File: src/rtl/video_timing_detect.sv
// video_timing_detect: receive-side sync/DE analyser. Recovers per-pixel
// coordinates and a frame-start pulse, measures frame geometry and tracks
// whether the incoming timing is stable.
module video_timing_detect #(
   parameter int unsigned CNT_W       = 12,
   parameter int unsigned LOCK_FRAMES = 2
) (
   input  logic             vga_clk,
   input  logic             sys_rst_n,
   input  logic             hsync_in,
   input  logic             vsync_in,
   input  logic             de_in,
   output logic             pix_valid,
   output logic [CNT_W-1:0] pix_x,
   output logic [CNT_W-1:0] pix_y,
   output logic             frame_start,
   output logic [CNT_W-1:0] h_total,
   output logic [CNT_W-1:0] v_total,
   output logic [CNT_W-1:0] h_active,
   output logic [CNT_W-1:0] v_active,
   output logic             locked,
   output logic             timing_err
);

   localparam logic [CNT_W-1:0] CNT_MAX = '1;
   localparam int unsigned      MW      = $clog2(LOCK_FRAMES + 1);
   localparam logic [MW-1:0]    LOCK_N  = MW'(LOCK_FRAMES);

   typedef enum logic [1:0] {SEARCH, CHECK, LOCKED} state_t;

   state_t           state, state_nx;
   logic [MW-1:0]    match_cnt, match_nx;
   logic             err_nx, snap_en;

   logic             hs_d, vs_d, de_d;
   logic             hs_rise, vs_rise, de_rise, de_fall;
   logic [CNT_W-1:0] cnt_h, cnt_v, de_run, de_lines, line_len, line_act;
   logic [CNT_W-1:0] ll_new, la_new, fl_new;
   logic             first_de, h_sat, snap_same;

   function automatic logic [CNT_W-1:0] sat_inc(input logic [CNT_W-1:0] v);
      return (v == CNT_MAX) ? v : v + CNT_W'(1);
   endfunction

   assign hs_rise = hsync_in & ~hs_d;
   assign vs_rise = vsync_in & ~vs_d;
   assign de_rise = de_in & ~de_d;
   assign de_fall = ~de_in & de_d;
   assign h_sat   = (cnt_h == CNT_MAX);

   // Values as they stand after this cycle's edges, so a snapshot taken on
   // the same clock as an hsync edge or DE fall sees the completed figures.
   assign ll_new    = hs_rise ? sat_inc(cnt_h) : line_len;
   assign la_new    = de_fall ? de_run : line_act;
   assign fl_new    = sat_inc(cnt_v);
   assign snap_same = ({ll_new, fl_new, la_new, de_lines} ==
                       {h_total, v_total, h_active, v_active}) &&
                      ({h_total, v_total, h_active, v_active} != '0);

   // Delayed copies of the sync/DE inputs for edge detection.
   always_ff @(posedge vga_clk or negedge sys_rst_n) begin
      if (!sys_rst_n) begin
         hs_d <= 1'b0;
         vs_d <= 1'b0;
         de_d <= 1'b0;
      end else begin
         hs_d <= hsync_in;
         vs_d <= vsync_in;
         de_d <= de_in;
      end
   end

   // Horizontal clock counter and length of the last completed line.
   always_ff @(posedge vga_clk or negedge sys_rst_n) begin
      if (!sys_rst_n) begin
         cnt_h    <= '0;
         line_len <= '0;
      end else if (hs_rise) begin
         cnt_h    <= '0;
         line_len <= ll_new;
      end else begin
         cnt_h    <= sat_inc(cnt_h);
      end
   end

   // Line counter within the frame; a frame edge beats a line edge.
   always_ff @(posedge vga_clk or negedge sys_rst_n) begin
      if (!sys_rst_n)   cnt_v <= '0;
      else if (vs_rise) cnt_v <= '0;
      else if (hs_rise) cnt_v <= sat_inc(cnt_v);
   end

   // DE run length per line and count of DE lines per frame.
   always_ff @(posedge vga_clk or negedge sys_rst_n) begin
      if (!sys_rst_n) begin
         de_run   <= '0;
         line_act <= '0;
         de_lines <= '0;
      end else begin
         if (de_rise)     de_run <= CNT_W'(1);
         else if (de_in)  de_run <= sat_inc(de_run);
         if (de_fall)     line_act <= de_run;
         if (vs_rise)     de_lines <= '0;
         else if (de_rise) de_lines <= sat_inc(de_lines);
      end
   end

   // Pixel coordinates and frame-start pulse, one clock behind the inputs.
   always_ff @(posedge vga_clk or negedge sys_rst_n) begin
      if (!sys_rst_n) begin
         pix_valid   <= 1'b0;
         pix_x       <= '0;
         pix_y       <= '0;
         frame_start <= 1'b0;
         first_de    <= 1'b1;
      end else begin
         pix_valid   <= de_in;
         frame_start <= vs_rise;
         if (de_rise)    pix_x <= '0;
         else if (de_in) pix_x <= sat_inc(pix_x);
         if (de_rise)    pix_y <= first_de ? '0 : sat_inc(pix_y);
         if (vs_rise)      first_de <= 1'b1;
         else if (de_rise) first_de <= 1'b0;
      end
   end

   // Frame geometry snapshot, refreshed on every frame edge outside SEARCH.
   always_ff @(posedge vga_clk or negedge sys_rst_n) begin
      if (!sys_rst_n) begin
         h_total  <= '0;
         v_total  <= '0;
         h_active <= '0;
         v_active <= '0;
      end else if (snap_en) begin
         h_total  <= ll_new;
         v_total  <= fl_new;
         h_active <= la_new;
         v_active <= de_lines;
      end
   end

   // Lock FSM state register with registered status outputs.
   always_ff @(posedge vga_clk or negedge sys_rst_n) begin
      if (!sys_rst_n) begin
         state      <= SEARCH;
         match_cnt  <= '0;
         locked     <= 1'b0;
         timing_err <= 1'b0;
      end else begin
         state      <= state_nx;
         match_cnt  <= match_nx;
         locked     <= (state_nx == LOCKED);
         timing_err <= err_nx;
      end
   end

   // Lock FSM next state; a stalled line counter overrides everything.
   always_comb begin
      state_nx = state;
      match_nx = match_cnt;
      err_nx   = 1'b0;
      snap_en  = vs_rise && (state != SEARCH);
      if (h_sat) begin
         state_nx = SEARCH;
         err_nx   = (state == LOCKED);
      end else begin
         case (state)
            SEARCH: begin
               if (vs_rise) begin
                  state_nx = CHECK;
                  match_nx = '0;
               end
            end
            CHECK: begin
               if (vs_rise) begin
                  if (snap_same) begin
                     match_nx = match_cnt + MW'(1);
                     if (match_cnt + MW'(1) >= LOCK_N) state_nx = LOCKED;
                  end else begin
                     match_nx = '0;
                  end
               end
            end
            LOCKED: begin
               if ((hs_rise && (ll_new != h_total)) || (vs_rise && !snap_same)) begin
                  state_nx = CHECK;
                  match_nx = '0;
                  err_nx   = 1'b1;
               end
            end
            default: begin
               state_nx = SEARCH;
               match_nx = '0;
            end
         endcase
      end
   end

endmodule

File: config.mk
export PLATFORM = sky130hd
export DESIGN_NAME = video_timing_detect
export DESIGN_NICKNAME = d
export VERILOG_FILES = /design/src/rtl/video_timing_detect.sv
export SDC_FILE = /design/constraint.sdc
export NUM_CORES = 1
export LEC_CHECK = 0
export ABC_AREA = 1
export CORE_ASPECT_RATIO = 0.5
export CORE_UTILIZATION = 50
export DETAILED_ROUTE_END_ITERATION = 10
export GPL_TIMING_DRIVEN = 0
export HOLD_SLACK_MARGIN = 0.12
export PLACE_DENSITY = 0.75
export SYNTH_ARGS = -nofsm -noshare
export SYNTH_HDL_FRONTEND = slang
export SYNTH_SLANG_ARGS = --single-unit
export TNS_END_PERCENT = 50
File: constraint.sdc
create_clock -name vga_clk -period 3.1 [get_ports vga_clk]
set_clock_uncertainty 0.15 [all_clocks]
set_input_delay 0.62 -clock vga_clk [delete_from_list [all_inputs] [get_ports vga_clk]]
set_output_delay 0.62 -clock vga_clk [all_outputs]
set_load 0.05 [all_outputs]
==> flow_summary.json, run 1 <==
{
  "cts_tree": "built",
  "vdd_drop_max_uv": 420.8,
  "ctsHoldBuffers": 0,
  "cts.sinks": 155,
  "setup_slack_ns": 0.2009,
  "finalHoldViolCount": 0,
  "drive_above_1_share_pct": 6.187,
  "postCtsSetupRepairBufs": 0,
  "path_clk_slew_ns": 0.07,
  "die_width_um": 186.5,
  "cts_resized": 0,
  "async_flop_share_pct": 100.0,
  "worstMarginPinSlew_ns": 0.8089,
  "endpoint": "locked",
  "die_h_um": 94.26,
  "totalNegativeSetupSlack_ns": 0,
  "syn_avg_cell_area_um2": 7.212,
  "dpl.cell_count": 1488,
  "yosys.area.top_type": "dfrtp_1",
  "vias": 8198,
  "diodes": 0,
  "critPathLaunch": "cnt_v[0]",
  "p_per_area_nw_per_um2": 585.7,
  "ys_seq_area_share_pct": 45.59,
  "synth_edf_count": 0,
  "cts_htree_levels": 4,
  "core_area_um2": 16520,
  "dp_hpwl_mm": 16.58,
  "yosysWarnings": 0,
  "fillers": 1442,
  "ff2ff_path_depth": 17,
  "yosys-top-cells-area": "dfrtp_1 45%, nand2_1 15%, inv_1 7.1%, nand3_1 5.9%, o21ai_0 5.4%",
  "wire_per_inst_um": 15.23,
  "synthFlopType": "dfrtp_1",
  "path_class": "register to register",
  "ant_nets": 0,
  "io_pins": 81,
  "viasPerCell": 5.393,
  "r2r-start": "cnt_v[0]",
  "cp_max_fo": 10,
  "gp_congestion": 0.9298,
  "crit_required_ns": 3.30,
  "drv_slew": 0,
  "endpoint_kind": "register",
  "clockBufferDepth": 2,
  "wl_mm": 23.14,
  "area.growth.synth_to_final_pct": 20.55,
  "hold_path_class": "input pin to asynchronous set/reset pin",
  "finalSetupViolations": 0,
  "synth_fp_nets": 1191,
  "maxSlewHeadroom_pct": 46.07,
  "drc_errors": 0,
  "antenna_found_initial": 0,
  "max_freq_mhz": 344.9,
  "startpoint_type": "register",
  "fin_crit_ns": 2.899,
  "row_count": 33,
  "first_global_vias": 7631,
  "rrSetupSlack_ns": 0.20,
  "cts_root_buf": "clkbuf_16",
  "layout.cells.non_filler": 1520,
  "initialDrtViolationCount": 656,
  "grt.total_usage_pct": 27.25,
  "synthCells": 1180,
  "grt_pass1_wl_mm": 37.52,
  "period_share_pct": 93.52,
  "nets": 1291,
  "die-area_um2": 17580,
  "ys_types": 39,
  "start_util_pct": 51.53,
  "io_buffers": 80,
  "post-place-ws_ns": -0.3516,
  "maxCapViolations": 0,
  "synth_top_area_share_pct": 45.28,
  "reg2reg_to": "locked",
  "grt_overflow": 0,
  "clock_latency_ns": 0.43,
  "status": "finished clean",
  "first_pass_iters": 7,
  "synth_area_um2": 8511,
  "grt_start_max_net_pins": 86,
  "leakage_nw": 5.005,
  "cts_made_buffers": 17,
  "worstPathArrival_ns": 3.10,
  "synth-seq-cells": 155
}
worst min path at each step:
| stage | startpoint | to | slack (ns) | depth (start not counted) |
|---|---|---|---|---|
| after CTS | sys_rst_n | pix_x[5] | 0.14 | 1 |
| after detailed placement | match_cnt[1] | match_cnt[1] | 0.34 | 2 |
| after global routing | sys_rst_n | pix_x[8] | 0.17 | 1 |
| final | sys_rst_n | pix_x[5] | 0.11 | 1 |
| after floorplan | sys_rst_n | cnt_h[0] | 0.17 | 0 |
| after global placement | match_cnt[1] | match_cnt[1] | 0.34 | 2 |
stage by stage:
stage | area, µm² | total power (W) | utilization [%] | hold WS, ns
4_1_cts | 10240 | 0.006030 | 62.02 | 0.1396
3_3_place_gp | 9595 | 0.003775 | 58.10 | 0.3362
3_5_place_dp | 9624 | 0.003812 | 58.27 | 0.3416
6_report | 10260 | 0.006010 | 62.12 | 0.1100
2_1_floorplan | 8511 | 0.003332 | - | 0.1744
5_1_grt | 10260 | 0.006296 | 62.12 | 0.1727
kinds of logic (layout without fill, tap and decap cells):
kind of cell	after synthesis	in the layout	synth area share, %
xor gates and xnor gates	17	17	1.750
and+or+nand+nor	668	668	34.09
adders and majority gates	6	6	0.8821
AOI/OAI and AO/OA	148	148	9.233
buffers and inverters	186	299	8.453
DFF	155	155	45.59
registers in the layout, indices dropped and copies added, names as in the netlist:
signal	count
locked	1
v_total	12
pix_x	12
vs_d	1
h_total	12
pix_y	12
state	2
hs_d	1
de_lines	12
frame_start	1
first_de	1
timing_err	1
h_active	12
line_act	12
de_run	12
match_cnt	2
cnt_h	12
cnt_v	12
pix_valid	1
line_len	12
v_active	12
worst max-delay path, stage by stage (launching register included):
cell and delay, ns:
dfrtp_1 0.44, ha_1 0.26, nand2_1 0.15, nor2_2 0.07, nand2_1 0.13, inv_2 0.07, nand2_4 0.11, buf_6 0.17
nand3_1 0.12, nand2_1 0.15, nand3_1 0.09, nor2_1 0.09, nand3_1 0.08, nor2_1 0.15, nand4_1 0.13, nor2_1 0.14
nand4_1 0.12, a21oi_1 0.19
placed cells by master, fill, tap and decap left out, drive strengths merged:
| cell | instances |
|---|---|
| inv | 163 |
| nor2 | 128 |
| or2 | 12 |
| o21bai | 3 |
| a211oi | 4 |
| xnor2 | 2 |
| nand2 | 353 |
| nand3 | 104 |
| nor3b | 1 |
| clkinv | 6 |
| nand4 | 21 |
| a221oi | 2 |
| buf | 10 |
| dlymetal6s2s | 1 |
| a31oi | 1 |
| dfstp | 1 |
| o21a | 1 |
| clkbuf | 35 |
| nor4 | 5 |
| o211ai | 2 |
| o21ai | 92 |
| ha | 6 |
| a21oi | 37 |
| nor3 | 29 |
| xor2 | 15 |
| and2 | 1 |
| clkdlybuf4s50 | 78 |
| nand3b | 9 |
| bufinv | 3 |
| and3 | 5 |
| clkinvlp | 3 |
| o22ai | 6 |
| dfrtp | 154 |
Yosys cell counts (3+ instances only):
master	count
dfrtp_1	154
a211oi_1	4
and3_1	5
nand3b_1	8
clkbuf_1	16
nand3_1	101
a21oi_1	37
or2_2	12
o21ai_0	91
nand2_1	346
nor3_1	29
xor2_1	15
nand2_2	6
o21bai_1	3
ha_1	6
o22ai_1	6
nand4_1	21
buf_2	5
inv_1	160
nor2_2	6
nor2_1	121
nor4_1	5
final cells by class:
type | count | area (µm²) | share of cell area (%)
clock buffer | 19 | 452.9 | 4.415
sequential | 155 | 3880 | 37.82
multi-input combinational | 839 | 3921 | 38.22
clock inverter | 13 | 166.4 | 1.622
buffer | 24 | 115.1 | 1.122
tap | 227 | 284.0 | 2.768
inverter | 162 | 608.1 | 5.927
timing repair buffer | 81 | 832.0 | 8.110
report_power, final:
| group | internal, W | total, W | switching (W) |
|---|---|---|---|
| clock network | 0.00131 | 0.00220 | 0.000891 |
| logic | 0.000457 | 0.00144 | 0.000980 |
| registers | 0.00219 | 0.00237 | 0.000177 |
layer usage:
metal  vias up  track usage, %  share of wire (%)  wire length [µm]
met5         -               0                  0                 0
met4         0           7.240                1.2               267
met3        29           6.161                7.4              1724
met2       312           44.62                 46             10580
met1      3871           36.63                 46             10570
li1       3986               -                  -                 -
Note: power is estimated with default switching activity, not from simulation.
==> inputs of run 2 (changes only) <==
--- a/config.mk
+++ b/config.mk
@@ -7,11 +7,11 @@
 export LEC_CHECK = 0
 export ABC_AREA = 1
 export CORE_ASPECT_RATIO = 0.5
-export CORE_UTILIZATION = 50
+export CORE_UTILIZATION = 49
 export DETAILED_ROUTE_END_ITERATION = 10
 export GPL_TIMING_DRIVEN = 0
 export HOLD_SLACK_MARGIN = 0.12
-export PLACE_DENSITY = 0.75
+export PLACE_DENSITY = 0.74
 export SYNTH_ARGS = -nofsm -noshare
 export SYNTH_HDL_FRONTEND = slang
 export SYNTH_SLANG_ARGS = --single-unit
==> run 2 against run 1 <==
Compared with the run above:
- die area is 2.0% higher
- clock power is 2% higher
- sequential share of layout area is 0.078 points lower
- sequential cell count stayed put
==> flow_summary.json, run 2 (synthesis results as in run 1) <==
{
  "endpoint_kind": "register",
  "drive_above_1_share_pct": 6.182,
  "cts_made_buffers": 17,
  "dp_hpwl_mm": 16.32,
  "wl_mm": 22.34,
  "crit_top_cell": "nand3_1",
  "grt.total_usage_pct": 26.24,
  "worstMarginPinSlew_ns": 0.6695,
  "viasPerCell": 5.286,
  "final_util_pct": 61.63,
  "cts_tree": "built",
  "cts_htree_levels": 4,
  "leakage_nw": 5.007,
  "cp_max_fo": 10,
  "critPathSlowestCell": "dfrtp_1",
  "regArea_um2": 3880,
  "dpl.cell_count": 1488,
  "core_area_um2": 16680,
  "fin_crit_ns": 2.893,
  "row_count": 33,
  "rsz0062_at_grt": "no",
  "totalNegativeSetupSlack_ns": 0,
  "pwr-share-clk_pct": 37.3,
  "ant_nets": 0,
  "final_common_cell": "nand2_1",
  "die-area_um2": 17930,
  "postCtsSetupRepairBufs": 0,
  "diodes": 0,
  "die_h_um": 95.19,
  "p_per_area_nw_per_um2": 587.9,
  "gp_congestion": 0.9275,
  "post-place-ws_ns": -0.3629,
  "path_cells": "ha_1 -> nand2_2 -> nor2_2 -> nand2_1 -> inv_2 -> nand2_4 -> buf_6 -> nand3_1 -> nand2_1 -> nand3_1 -> nor2_1 -> nand3_1 -> nor2_1 -> nand3_1 -> nand2_2 -> nand3b_4 -> nand3b_1 -> nand2_1",
  "power_frac_comb_pct": 23.6,
  "hold_path_class": "input pin to register",
  "swShare_pct": 33.82,
  "multi_input_area_um2": 3928,
  "status": "finished clean",
  "crit_required_ns": 3.27,
  "die_width_um": 188.4,
  "maxSlewHeadroom_pct": 55.36,
  "vdd_drop_max_uv": 441.3,
  "r2r-start": "cnt_v[0]",
  "grt_pass1_wl_mm": 36.69,
  "grt_start_max_net_pins": 99,
  "drv_slew": 0,
  "antenna_found_initial": 0,
  "wire_per_inst_um": 14.69,
  "seqPwrFrac_pct": 39.2,
  "slowest_delay_ns": 0.43,
  "internal_power_w": 0.004000,
  "fillers": 1471,
  "path_class": "register to register",
  "period_share_pct": 93.31,
  "maxCapViolations": 0,
  "cts.sinks": 155,
  "hold_start": "de_in",
  "grt_overflow": 0,
  "clockBufferDepth": 2,
  "critPathLaunch": "cnt_v[0]",
  "final_cell_mix": "344 x nand2_1, 160 x inv_1, 154 x dfrtp_1",
  "worstPathArrival_ns": 3.06,
  "setup_slack_ns": 0.2075,
  "cts_root_buf": "clkbuf_16",
  "path_clk_slew_ns": 0.07,
  "nets": 1292,
  "first_global_vias": 7501,
  "drc_errors": 0,
  "first_pass_iters": 5,
  "finalHoldViolCount": 0,
  "startpoint_type": "register",
  "finalSetupViolations": 0,
  "p_switching_w": 0.002044,
  "vias": 8040,
  "max_freq_mhz": 345.7,
  "rrSetupSlack_ns": 0.21,
  "io_buffers": 80,
  "area.growth.synth_to_final_pct": 20.80,
  "initialDrtViolationCount": 594,
  "clock_latency_ns": 0.44,
  "start_util_pct": 51.02,
  "layout.cells.non_filler": 1521,
  "io_pins": 81
}
-- run 2: critical path, delay by kind of cell (launching register included) --
kind                       cells  cell delay, ns
adders and majority gates      1            0.25
buffers and inverters          2            0.25
and+or+nand+nor               15            1.72
DFF                            1            0.43
-- run 2: area by class of cell --
| type | instances | area share [%] |
|---|---|---|
| buffer | 24 | 1.120 |
| clock buffer | 18 | 4.174 |
| clock inverter | 14 | 1.899 |
| inverter | 162 | 5.915 |
| multi-input combinational | 839 | 38.20 |
| sequential | 155 | 37.74 |
| tap | 227 | 2.763 |
| timing repair buffer | 82 | 8.190 |
-- run 2: final timing paths --
kind,to,depth (start not counted)
worst min-delay path,pix_valid,1
min in group asynchronous,line_act[0],2
worst min register to register,de_lines[11],1
worst max register to register,match_cnt[1],18
max in group asynchronous,hs_d,3
worst max-delay path,match_cnt[1],18
-- run 2: routing by layer --
layer / vias to the layer above / share of wire (%) / track usage, %
met5: - / 0 / 0
met3: 32 / 6.4 / 4.527
li1: 3984 / - / -
met4: 0 / 1.4 / 8.602
met2: 267 / 45 / 42.90
met1: 3757 / 48 / 35.85
-- run 2: repair_timing --
item / in CTS / in global routing
hold endpoints to repair: 56 / 0
endpoints found under the setup margin: 0 / 9
resized for setup: 0 / 10
hold buffers: 1 / 0
-- run 2: stage by stage --
step / area (µm²) / hold WS (ns) / total power, W
2_1_floorplan: 8511 / 0.1744 / 0.003332
3_3_place_gp: 9595 / 0.3377 / 0.003774
3_5_place_dp: 9624 / 0.3488 / 0.003808
4_1_cts: 10260 / 0.3632 / 0.006067
5_1_grt: 10280 / 0.2980 / 0.006321
6_report: 10280 / 0.3022 / 0.006045
-- run 2: power by group through the flow --
stage	combinational, W	clock (W)	sequential [W]
3_5_place_dp	0.00141	0	0.00239
3_3_place_gp	0.00138	0	0.00239
5_1_grt	0.00157	0.00236	0.00239
4_1_cts	0.00142	0.00228	0.00236
6_report	0.00142	0.00225	0.00237
2_1_floorplan	0.000662	0	0.00267
